### src/rtl/mod_div_unit_if.sv
// Handshake and result bundle between the CPU execute stage and mod_div_unit.
// The CPU drives the master side and the divider drives the slave side.
interface mod_div_unit_if #(
  parameter int WIDTH = 16
);
  logic             Start;
  logic [WIDTH-1:0] Hyrja1;
  logic [WIDTH-1:0] Hyrja2;
  logic [WIDTH-1:0] Quotient;
  logic [WIDTH-1:0] Dalja;
  logic             Busy;
  logic             Done;
  logic             DivByZero;

  modport master (
    output Start, Hyrja1, Hyrja2,
    input  Quotient, Dalja, Busy, Done, DivByZero
  );

  modport slave (
    input  Start, Hyrja1, Hyrja2,
    output Quotient, Dalja, Busy, Done, DivByZero
  );
endinterface

### src/rtl/mod_div_unit.sv
// Multi-cycle restoring divider, one quotient bit per clock, with Start/Done handshake.
// Define MOD_DIV_SIGNED_EN for two's-complement operands (adds one sign fix-up cycle).
module mod_div_unit #(
  parameter int WIDTH = 16
) (
  input  logic         Clock,
  input  logic         Reset,
  mod_div_unit_if.slave divIf
);
  localparam int CW = $clog2(WIDTH);

  typedef enum logic [2:0] {IDLE, CALC, FIX, ZERO, DONE} state_e;

  state_e           state_q, state_d;
  logic [WIDTH-1:0] a_q, a_d, b_q, b_d, rem_q, rem_d;
  logic [WIDTH-1:0] quot_q, quot_d, dalja_q, dalja_d;
  logic [CW-1:0]    cnt_q, cnt_d;
  logic             dbz_q, dbz_d;
`ifdef MOD_DIV_SIGNED_EN
  logic             negQ_q, negQ_d, negR_q, negR_d;
`endif

  logic [WIDTH:0]   shifted;
  logic [WIDTH-1:0] stepA, stepR;

  // The partial remainder is widened by one bit so divisors >= 2^(WIDTH-1) cannot overflow.
  always_comb begin
    shifted = {rem_q, a_q[WIDTH-1]};
    if (shifted >= {1'b0, b_q}) begin
      stepR = WIDTH'(shifted - {1'b0, b_q});
      stepA = {a_q[WIDTH-2:0], 1'b1};
    end else begin
      stepR = shifted[WIDTH-1:0];
      stepA = {a_q[WIDTH-2:0], 1'b0};
    end
  end

  always_comb begin
    state_d = state_q;
    a_d     = a_q;
    b_d     = b_q;
    rem_d   = rem_q;
    cnt_d   = cnt_q;
    quot_d  = quot_q;
    dalja_d = dalja_q;
    dbz_d   = dbz_q;
`ifdef MOD_DIV_SIGNED_EN
    negQ_d  = negQ_q;
    negR_d  = negR_q;
`endif
    case (state_q)
      IDLE, DONE: begin
        state_d = IDLE;
        if (divIf.Start) begin
          rem_d = '0;
          cnt_d = '0;
          dbz_d = 1'b0;
          if (divIf.Hyrja2 == '0) begin
            state_d = ZERO;
            a_d     = divIf.Hyrja1;
            b_d     = '0;
          end else begin
            state_d = CALC;
`ifdef MOD_DIV_SIGNED_EN
            a_d    = divIf.Hyrja1[WIDTH-1] ? -divIf.Hyrja1 : divIf.Hyrja1;
            b_d    = divIf.Hyrja2[WIDTH-1] ? -divIf.Hyrja2 : divIf.Hyrja2;
            negQ_d = divIf.Hyrja1[WIDTH-1] ^ divIf.Hyrja2[WIDTH-1];
            negR_d = divIf.Hyrja1[WIDTH-1];
`else
            a_d    = divIf.Hyrja1;
            b_d    = divIf.Hyrja2;
`endif
          end
        end
      end
      CALC: begin
        a_d   = stepA;
        rem_d = stepR;
        cnt_d = cnt_q + 1'b1;
        if (cnt_q == CW'(WIDTH-1)) begin
          cnt_d = '0;
`ifdef MOD_DIV_SIGNED_EN
          state_d = FIX;
`else
          state_d = DONE;
          quot_d  = stepA;
          dalja_d = stepR;
`endif
        end
      end
`ifdef MOD_DIV_SIGNED_EN
      // MIN / -1 falls out naturally: magnitude 2^(WIDTH-1) with positive sign is MIN again.
      FIX: begin
        state_d = DONE;
        quot_d  = negQ_q ? -a_q : a_q;
        dalja_d = negR_q ? -rem_q : rem_q;
      end
`endif
      ZERO: begin
        state_d = DONE;
        quot_d  = '1;
        dalja_d = a_q;
        dbz_d   = 1'b1;
      end
      default: state_d = IDLE;
    endcase
  end

  always_ff @(posedge Clock) begin
    if (Reset) begin
      state_q <= IDLE;
      a_q     <= '0;
      b_q     <= '0;
      rem_q   <= '0;
      cnt_q   <= '0;
      quot_q  <= '0;
      dalja_q <= '0;
      dbz_q   <= 1'b0;
`ifdef MOD_DIV_SIGNED_EN
      negQ_q  <= 1'b0;
      negR_q  <= 1'b0;
`endif
    end else begin
      state_q <= state_d;
      a_q     <= a_d;
      b_q     <= b_d;
      rem_q   <= rem_d;
      cnt_q   <= cnt_d;
      quot_q  <= quot_d;
      dalja_q <= dalja_d;
      dbz_q   <= dbz_d;
`ifdef MOD_DIV_SIGNED_EN
      negQ_q  <= negQ_d;
      negR_q  <= negR_d;
`endif
    end
  end

  assign divIf.Quotient  = quot_q;
  assign divIf.Dalja     = dalja_q;
  assign divIf.DivByZero = dbz_q;
  assign divIf.Done      = (state_q == DONE);
  assign divIf.Busy      = (state_q == CALC) || (state_q == FIX);
endmodule

### src/flat_wrapper.sv
// flat-port wrapper written by rule: the top's interface ports become plain ports
module mod_div_unit_flat 
#(
  parameter int WIDTH = 16
)
  (Clock, Reset, divIf_Start, divIf_Hyrja1, divIf_Hyrja2, divIf_Quotient, divIf_Dalja, divIf_Busy, divIf_Done, divIf_DivByZero);
  mod_div_unit_if #(.WIDTH(WIDTH)) divIf_i ();
  input  logic Clock;
  input  logic Reset;
  input wire logic [$bits(divIf_i.Start)-1:0] divIf_Start;
  input wire logic [$bits(divIf_i.Hyrja1)-1:0] divIf_Hyrja1;
  input wire logic [$bits(divIf_i.Hyrja2)-1:0] divIf_Hyrja2;
  output wire logic [$bits(divIf_i.Quotient)-1:0] divIf_Quotient;
  output wire logic [$bits(divIf_i.Dalja)-1:0] divIf_Dalja;
  output wire logic [$bits(divIf_i.Busy)-1:0] divIf_Busy;
  output wire logic [$bits(divIf_i.Done)-1:0] divIf_Done;
  output wire logic [$bits(divIf_i.DivByZero)-1:0] divIf_DivByZero;
  assign divIf_i.Start = divIf_Start;
  assign divIf_i.Hyrja1 = divIf_Hyrja1;
  assign divIf_i.Hyrja2 = divIf_Hyrja2;
  assign divIf_Quotient = divIf_i.Quotient;
  assign divIf_Dalja = divIf_i.Dalja;
  assign divIf_Busy = divIf_i.Busy;
  assign divIf_Done = divIf_i.Done;
  assign divIf_DivByZero = divIf_i.DivByZero;
  mod_div_unit #(.WIDTH(WIDTH)) u_core (.Clock(Clock), .Reset(Reset), .divIf(divIf_i));
endmodule
### config.mk
export PLATFORM = sky130hd
export DESIGN_NAME = mod_div_unit_flat
export DESIGN_NICKNAME = d
export VERILOG_FILES = /design/src/rtl/mod_div_unit_if.sv /design/src/rtl/mod_div_unit.sv /design/src/flat_wrapper.sv
export SDC_FILE = /design/constraint.sdc
export NUM_CORES = 1
export LEC_CHECK = 0
export ABC_AREA = 1
export CORE_MARGIN = 3
export CORE_UTILIZATION = 59
export CTS_CLUSTER_DIAMETER = 60
export DETAILED_ROUTE_END_ITERATION = 16
export GPL_TIMING_DRIVEN = 0
export PLACE_DENSITY = 0.86
export SETUP_SLACK_MARGIN = 0.02
export SLEW_MARGIN = 20
export SYNTH_ARGS = -nofsm -noshare
export SYNTH_HDL_FRONTEND = slang
export SYNTH_SLANG_ARGS = --single-unit
export TNS_END_PERCENT = 30
### constraint.sdc
create_clock -name Clock -period 5.85 [get_ports Clock]
set_input_delay 1.17 -clock Clock [delete_from_list [all_inputs] [get_ports Clock]]
set_output_delay 1.17 -clock Clock [all_outputs]
set_load 0.03 [all_outputs]
# [Word level (Yosys, flattened, before mapping)]
# Cells that the tools add are included.
[totals] ff_bits=88 in_bits=35 output_inout_bits=35 word_cells=49
[op_classes] n_addsub=2 magnitude_cmp=1 n_eq_ne=7 mux=20 reduce_logical=11
[op_table] cell="one-hot mux 16 bit (2 select lines)" n=4
[op_table] cell="two-way mux 16 bit" n=6
[op_table] cell=">= comparator 17 x 16 -> 1 bit" n=1
[op_table] cell="zero test 16 bit" n=1
[op_table] cell="subtractor 16 bit" n=1
[op_table] cell="one-hot mux 3 bit (3 select lines)" n=1
[op_table] cell="two-way mux 4 bit" n=2
[op_table] cell="one-hot mux 4 bit (2 select lines)" n=1
[op_table] cell="AND reduction 2 bit" n=4
[op_table] cell="== test 3 x 2 -> 1 bit, second input constant" n=2
[op_table] cell="two-way mux 3 bit" n=2
[op_table] cell="nonzero test 2 bit" n=3
[op_table] cell="adder 4 x 1 -> 4 bit, second input constant" n=1
[op_table] cell="== test 4 bit, second input constant" n=1
[op_table] cell="== test 3 x 1 -> 1 bit, second input constant" n=1
[op_table] cell="== test 3 bit, second input constant" n=1
[op_table] cell="zero test 3 bit" n=1
[op_table] cell="two-way mux 1 bit" n=2
[op_table] cell="two-way mux 2 bit" n=1
[op_table] cell="!= test 2 x 1 -> 1 bit, second input constant" n=1
[op_table] cell="!= test 2 bit, second input constant" n=1
[op_table] cell="one-hot mux 1 bit (2 select lines)" n=1
[op_table] cell="OR reduction 2 bit" n=1
[op_table] cell="logical OR 1 bit" n=1

# [Logic depth before layout (Yosys ltp)]
# Gate-level depths: netlist (run 1).
[logic_depth] ltp_word=4 depth_mapped=16 depth_no_buf=16

# [Least setup slack after synthesis (run 1)]
# Ideal clock, no wire load.
[synth_path] path_kind="input to register" startpoint="input Reset" endpoint="register u_core.rem_q[11]" setup_time_ns=0.135 t_arrival_ns=2.000 t_required_ns=5.715 path_slack_ns=3.715 path_stages=4 path_buffers=3 cell_sequence="clkbuf_1 -> clkbuf_1 -> clkbuf_1 -> a21oi_1"
[synth_lines] item="from (decl)" line_no="flat_wrapper.sv:9" source="input logic Reset;"
[synth_lines] item="to (signal assigned)" line_no="mod_div_unit.sv:127" source="rem_q <= rem_d;"
[synth_lines] item="to (decl)" line_no="mod_div_unit.sv:15" source="logic [WIDTH-1:0] a_q, a_d, b_q, b_d, rem_q, rem_d;"
# No word-level cell between the ends.

# [Worst setup path after layout (run 1)]
[layout_path] startpoint="register u_core.state_q[0]" endpoint="output divIf_Done"
[layout_between] elab_chain_cells=1
[layout_rtl] item="from (decl)" line_no="mod_div_unit.sv:14" source="state_e state_q, state_d;"
[layout_rtl] item="from (signal assigned)" line_no="mod_div_unit.sv:124" source="state_q <= state_d;"
[layout_rtl] item="== test 3 bit" line_no="mod_div_unit.sv:142" source="assign divIf.Done = (state_q == DONE);"
[layout_rtl] item="to (decl)" line_no="flat_wrapper.sv:16" source="output wire logic [$bits(divIf_i.Done)-1:0] divIf_Done;"
# No other way between the ends.

==> flow_summary.yaml, run 1 <==
finish:
  diodes: 0
  final_common_cell: "nand2_1"
  nFillCells: 581
  multi_input_area_mm2: 0.00242
  syn_to_final_growth_pct: 21.0
  ff_latch_area_mm2: 0.00176
  final_nets: 782
  utilization_pct: 75.6
  final_cell_mix: "153 x nand2_1, 88 x dfxtp_1, 80 x inv_1"
  drive_gt1_share_pct: 8.99
worst_setup_path:
  cp.required_ns: 4.68
  startpoint_type: "flop"
  critical_path_class: "reg2out"
  crit_path_end_kind: "primary output"
  cp_max_fo: 3
  max_stage_delay_ns: 0.67
  crit_top_cell: "nor2_1"
  arrival_ns: 1.69
  slowest_stage: "clkdlybuf4s50_1"
  crit_chain: "nor2_1 > inv_1 > nor2_1 > clkdlybuf4s50_1"
floorplanning:
  die_height_um: 95.0
  start_util_pct: 62.4
  dieArea_mm2: 0.00903
  ios: 70
  dieWidth_um: 95.0
  core_area_mm2: 0.00749
  placementRows: 31
sta:
  grt_setup_unrepaired: "no"
  hold_viol: 0
  period_share_pct: 48.9
  fin_ws_ns: 2.99
  period_needed_ns: 2.86
  whs_ns: 0.473
  worst_pin_slew_ns: 0.636
  setup_viol: 0
  max_slew_margin_pct: 57.6
  slew_viol_final: 0
  tns_ns: 0
  finClkSkew_ns: 0.0125
  fmax_ghz: 0.349
yosys:
  ys_ff_latch: 88
  synth-edff-count: 0
  syn_area_mm2: 0.00467
  avgSynthCellArea_um2: 7.19
  yosysWarningCount: 0
  synthCells: 650
  ys_types: 40
  yosysTopAreaCellShare_pct: 37.7
  syn_nets: 703
  synth_top_cell_by_area: "dfxtp_1"
  yosysSeqAreaShare_pct: 37.7
  synth-async-reset-ratio_pct: 0
  synth_ff_type: "dfxtp_1"
  synthTopCellsByArea: "dfxtp_1 38%, nand2_1 12%, inv_1 6.4%"
global_route:
  grt_first_pass_wirelength_um: 21400
  antenna_found_initial: 0
  grt_start_max_net_pins: 17
  grt_pass1_vias: 4471
  grt-ovfl-total: 0
  grtUsageTotal_pct: 30.6
clock_network:
  clock_tree.buffer_depth: 2
  ctsHoldBuffers: 0
  cts_max_level: 3
  cts_resized: 0
  postCtsSetupBuffers: 0
  cts.sinks: 88
  root_buffer: "clkbuf_8"
  clock_latency_ns: 0.36
  clk_pin_slew_worst_paths_ns: 0.09
  cts_tree: "built"
  cts_inserted_buffers: 9
power_and_ir_drop:
  power_mw: 2.87
  p_per_area_mw_per_mm2: 507
  p_leak_nw: 2.41
  ir_drop_v: 0.000683
drt:
  vias: 4842
  dr.pass1.iters: 6
  drt_iter0_drc: 377
  avgViaCountPerCell: 5.81
  drc: 0
  postRouteAntennaNets: 0
  wl_per_cell_um: 16.1
  wirelength_um: 13400
place:
  dp_hpwl_um: 10400
  portBuffers: 68
  place_congestion: 0.927
  dp_slack_ns: 2.96
run_status:
  run_status: "complete, no violations"
min_path:
  hp-class: "reg2reg"
job:
  drv_cap: 0
-- power breakdown --
part           total [mW]  switching (mW)  internal (mW)  leakage, nW
Sequential          0.748          0.0740          0.674        0.717
Clock               0.388           0.228          0.159       0.0919
Combinational        1.74            1.11          0.628         1.60
Total                2.87            1.41           1.46         2.41
-- state kept, by name, indices dropped and copies added, names as in the netlist --
name                    count
u_core.divIf.Quotient      16
u_core.a_q                 16
u_core.rem_q               16
u_core.state_q              3
u_core.cnt_q                4
u_core.divIf.Dalja         16
u_core.b_q                 16
u_core.divIf.DivByZero      1
-- per-stage QoR --
step | cell area [µm²] | cells
2_1_floorplan | 4670 | 650
3_5_place_dp | 5480 | 817
5_1_grt | 5660 | 833
6_report | 5660 | 833
4_1_cts | 5660 | 833
3_3_place_gp | 5480 | 817
-- layout make-up --
cell class	instances	share of cell area, %
Tap cell	99	2.19
Buffer	33	2.94
Clock buffer	9	2.19
Timing Repair Buffer	68	12.0
Multi-Input combinational cell	442	42.8
Sequential cell	88	31.1
Clock inverter	7	0.973
Inverter	87	5.77
-- cell usage after synthesis (all sizes together), types with 2 or more instances --
library cell / count
inv: 86
a22oi: 16
nand3b: 6
nand2: 172
o21ai: 26
xor2: 5
dfxtp: 88
nand3: 36
nor3: 13
a21oi: 57
nand4: 2
clkbuf: 20
nor4: 4
or2: 2
o221ai: 7
buf: 13
nor2: 34
a211oi: 21
a31oi: 15
xnor2: 3
ha: 17
-- final timing paths --
path                                                        startpoint                                     end  slack [ns]  cells after the start
worst max-delay path                    u_core.state_q[0]$_SDFFE_PP0P_                              divIf_Done        2.99                      4
worst min-delay path            u_core.divIf.Quotient[13]$_SDFFE_PP0P_  u_core.divIf.Quotient[13]$_SDFFE_PP0P_        0.47                      2
worst min register to register  u_core.divIf.Quotient[13]$_SDFFE_PP0P_  u_core.divIf.Quotient[13]$_SDFFE_PP0P_        0.47                      2
worst max register to register             u_core.b_q[14]$_SDFFE_PP0P_            u_core.rem_q[7]$_SDFFE_PP0P_        3.67                     10
-- metal layers --
layer	wire length, µm	global-route usage [%]	vias up
met1	5500	40.9	2240
met2	6320	48.9	253
li1	-	-	2314
met4	321	10.5	0
met3	1290	6.87	35
met5	0	0	-
-- cells by family after synthesis --
family	Yosys count	share of synthesized area [%]
compound gates	146	19.2
xor+xnor	8	1.50
fa+ha+maj	18	4.98
buf+inv	120	10.5
flops	88	37.7
simple gates	270	26.0
-- critical path, delay by kind of cell (launching register included) --
family | cells | cell delay, ns
AND/OR/NAND/NOR | 2 | 0.27
buffers and inverters | 2 | 0.75
flip-flops | 1 | 0.33
(Power assumes the default switching activity.)
==> run 2, diff against run 1 <==
--- a/config.mk
+++ b/config.mk
@@ -7,11 +7,11 @@
 export LEC_CHECK = 0
 export ABC_AREA = 1
 export CORE_MARGIN = 3
-export CORE_UTILIZATION = 59
+export CORE_UTILIZATION = 54
 export CTS_CLUSTER_DIAMETER = 60
 export DETAILED_ROUTE_END_ITERATION = 16
 export GPL_TIMING_DRIVEN = 0
-export PLACE_DENSITY = 0.86
+export PLACE_DENSITY = 0.8
 export SETUP_SLACK_MARGIN = 0.02
 export SLEW_MARGIN = 20
 export SYNTH_ARGS = -nofsm -noshare
==> constraint.sdc (replaced) <==
create_clock -name Clock -period 2.9 [get_ports Clock]
set_input_delay 0.58 -clock Clock [delete_from_list [all_inputs] [get_ports Clock]]
set_output_delay 0.58 -clock Clock [all_outputs]
set_load 0.03 [all_outputs]
==> flow_summary.yaml, run 2 (synthesized netlist as in run 1, its figures left out) <==
run_status:
  run_status: "complete, no violations"
finish:
  syn_to_final_growth_pct: 21.7
  utilization_pct: 68.6
  diodes: 0
  multi_input_area_mm2: 0.00242
  final_cell_mix: "153 x nand2_1, 88 x dfxtp_1, 80 x inv_1"
  instances_no_fill: 839
  final_area_mm2: 0.00569
  final_common_cell: "nand2_1"
  final_nets: 782
  ff_latch_area_mm2: 0.00176
  drive_gt1_share_pct: 8.99
  nFillCells: 728
floorplanning:
  die_height_um: 99.0
  dieWidth_um: 99.0
  core_area_mm2: 0.00830
  start_util_pct: 56.3
  ios: 70
  placementRows: 33
  dieArea_mm2: 0.00981
sta:
  fmax_ghz: 0.440
  fin_ws_ns: 0.627
  slew_viol_final: 0
  max_slew_margin_pct: 58.5
  grt_setup_unrepaired: "no"
  tns_ns: 0
  setup_viol: 0
  period_needed_ns: 2.27
  worst_pin_slew_ns: 0.623
  whs_ns: 0.468
  finClkSkew_ns: 0.0127
  hold_viol: 0
  period_share_pct: 78.4
global_route:
  grt_pass1_vias: 4535
  antenna_found_initial: 0
  grtUsageTotal_pct: 27.5
  grt_start_max_net_pins: 16
  grt-ovfl-total: 0
  grt_first_pass_wirelength_um: 21600
worst_setup_path:
  cp_max_fo: 3
  slowest_stage: "clkdlybuf4s50_1"
  critical_path_class: "reg2out"
  max_stage_delay_ns: 0.67
  crit_path_end_kind: "primary output"
  crit_top_cell: "nor2_1"
  arrival_ns: 1.69
  cp.required_ns: 2.32
  crit_chain: "nor2_1 > inv_1 > nor2_1 > clkdlybuf4s50_1"
  startpoint_type: "flop"
power_and_ir_drop:
  power_frac_comb_pct: 59.5
  p_switching_mw: 2.86
  power.share.clock_pct: 15.0
  ir_drop_v: 0.00105
  p_int_mw: 3.05
  p_seq_share_pct: 25.5
  p_per_area_mw_per_mm2: 1040
  switching_share_pct: 48.3
  p_leak_nw: 2.43
  power_mw: 5.91
clock_network:
  cts_inserted_buffers: 9
  cts_max_level: 3
  clock_tree.buffer_depth: 2
  cts_resized: 0
  clk_pin_slew_worst_paths_ns: 0.09
  cts_tree: "built"
  root_buffer: "clkbuf_8"
  postCtsSetupBuffers: 0
  clock_latency_ns: 0.36
  ctsHoldBuffers: 0
  cts.sinks: 88
drt:
  wl_per_cell_um: 16.0
  drt_iter0_drc: 319
  wl_met2_um: 6400
  vias: 4756
  wirelength_um: 13400
  avgViaCountPerCell: 5.67
  postRouteAntennaNets: 0
  routed.top_layer: "met4"
  drc: 0
  route.met3.wl_um: 987
  wl_met1_um: 5780
  dr.pass1.iters: 5
place:
  placed_cells: 823
  place_area_mm2: 0.00549
  place_congestion: 0.938
  portBuffers: 68
  dp_slack_ns: 0.584
  dp_hpwl_um: 10500
job:
  drv_cap: 0
min_path:
  hp-class: "reg2reg"
[run 2: changes by cell type in the layout (fill, tap and decap cells not counted), sizes merged]
| cell | previous run | this run |
|---|---|---|
| bufinv | 0 | 1 |
| clkbuf | 29 | 30 |
| inv | 89 | 88 |
| clkinvlp | 1 | 0 |
[run 2: per-layer routing]
metal | up-vias | GRT usage, %
met5 | - | 0
met4 | 0 | 8.72
met3 | 25 | 5.59
met2 | 172 | 46.0
met1 | 2242 | 35.7
li1 | 2317 | -
[run 2: power groups by stage]
stage / sequential, mW / combinational, mW / clock [mW]
2_1_floorplan: 1.47 / 2.73 / 0
3_3_place_gp: 1.53 / 3.33 / 0
3_5_place_dp: 1.53 / 3.45 / 0
4_1_cts: 1.50 / 3.47 / 0.887
5_1_grt: 1.52 / 3.91 / 0.930
6_report: 1.51 / 3.52 / 0.884
[run 2: final cells by class]
class	instances	share of cell area, %
flip-flops and latches	88	31.0
plain buffers	33	2.92
multi-input cells	442	42.5
clock inverters	6	1.17
repair buffers	68	12.0
inverters	87	5.74
clock buffers	10	2.42
well taps	105	2.31
[run 2: path summary, 6_finish.rpt]
| kind | slack (ns) | cells after the start | endpoint | start |
|---|---|---|---|---|
| hold / removal | 0.47 | 2 | u_core.divIf.Quotient[11]$_SDFFE_PP0P_ | u_core.divIf.Quotient[11]$_SDFFE_PP0P_ |
| setup reg to reg | 0.73 | 12 | u_core.rem_q[12]$_SDFFE_PP0P_ | u_core.b_q[14]$_SDFFE_PP0P_ |
| hold reg to reg | 0.47 | 2 | u_core.divIf.Quotient[11]$_SDFFE_PP0P_ | u_core.divIf.Quotient[11]$_SDFFE_PP0P_ |
| setup / recovery | 0.63 | 4 | divIf_Done | u_core.state_q[0]$_SDFFE_PP0P_ |
[run 2: critical path, delay by kind of cell, from the launching register on]
family                 cells  cell delay [ns]
DFF                        1             0.34
and+or+nand+nor            2             0.25
buffers and inverters      2             0.75
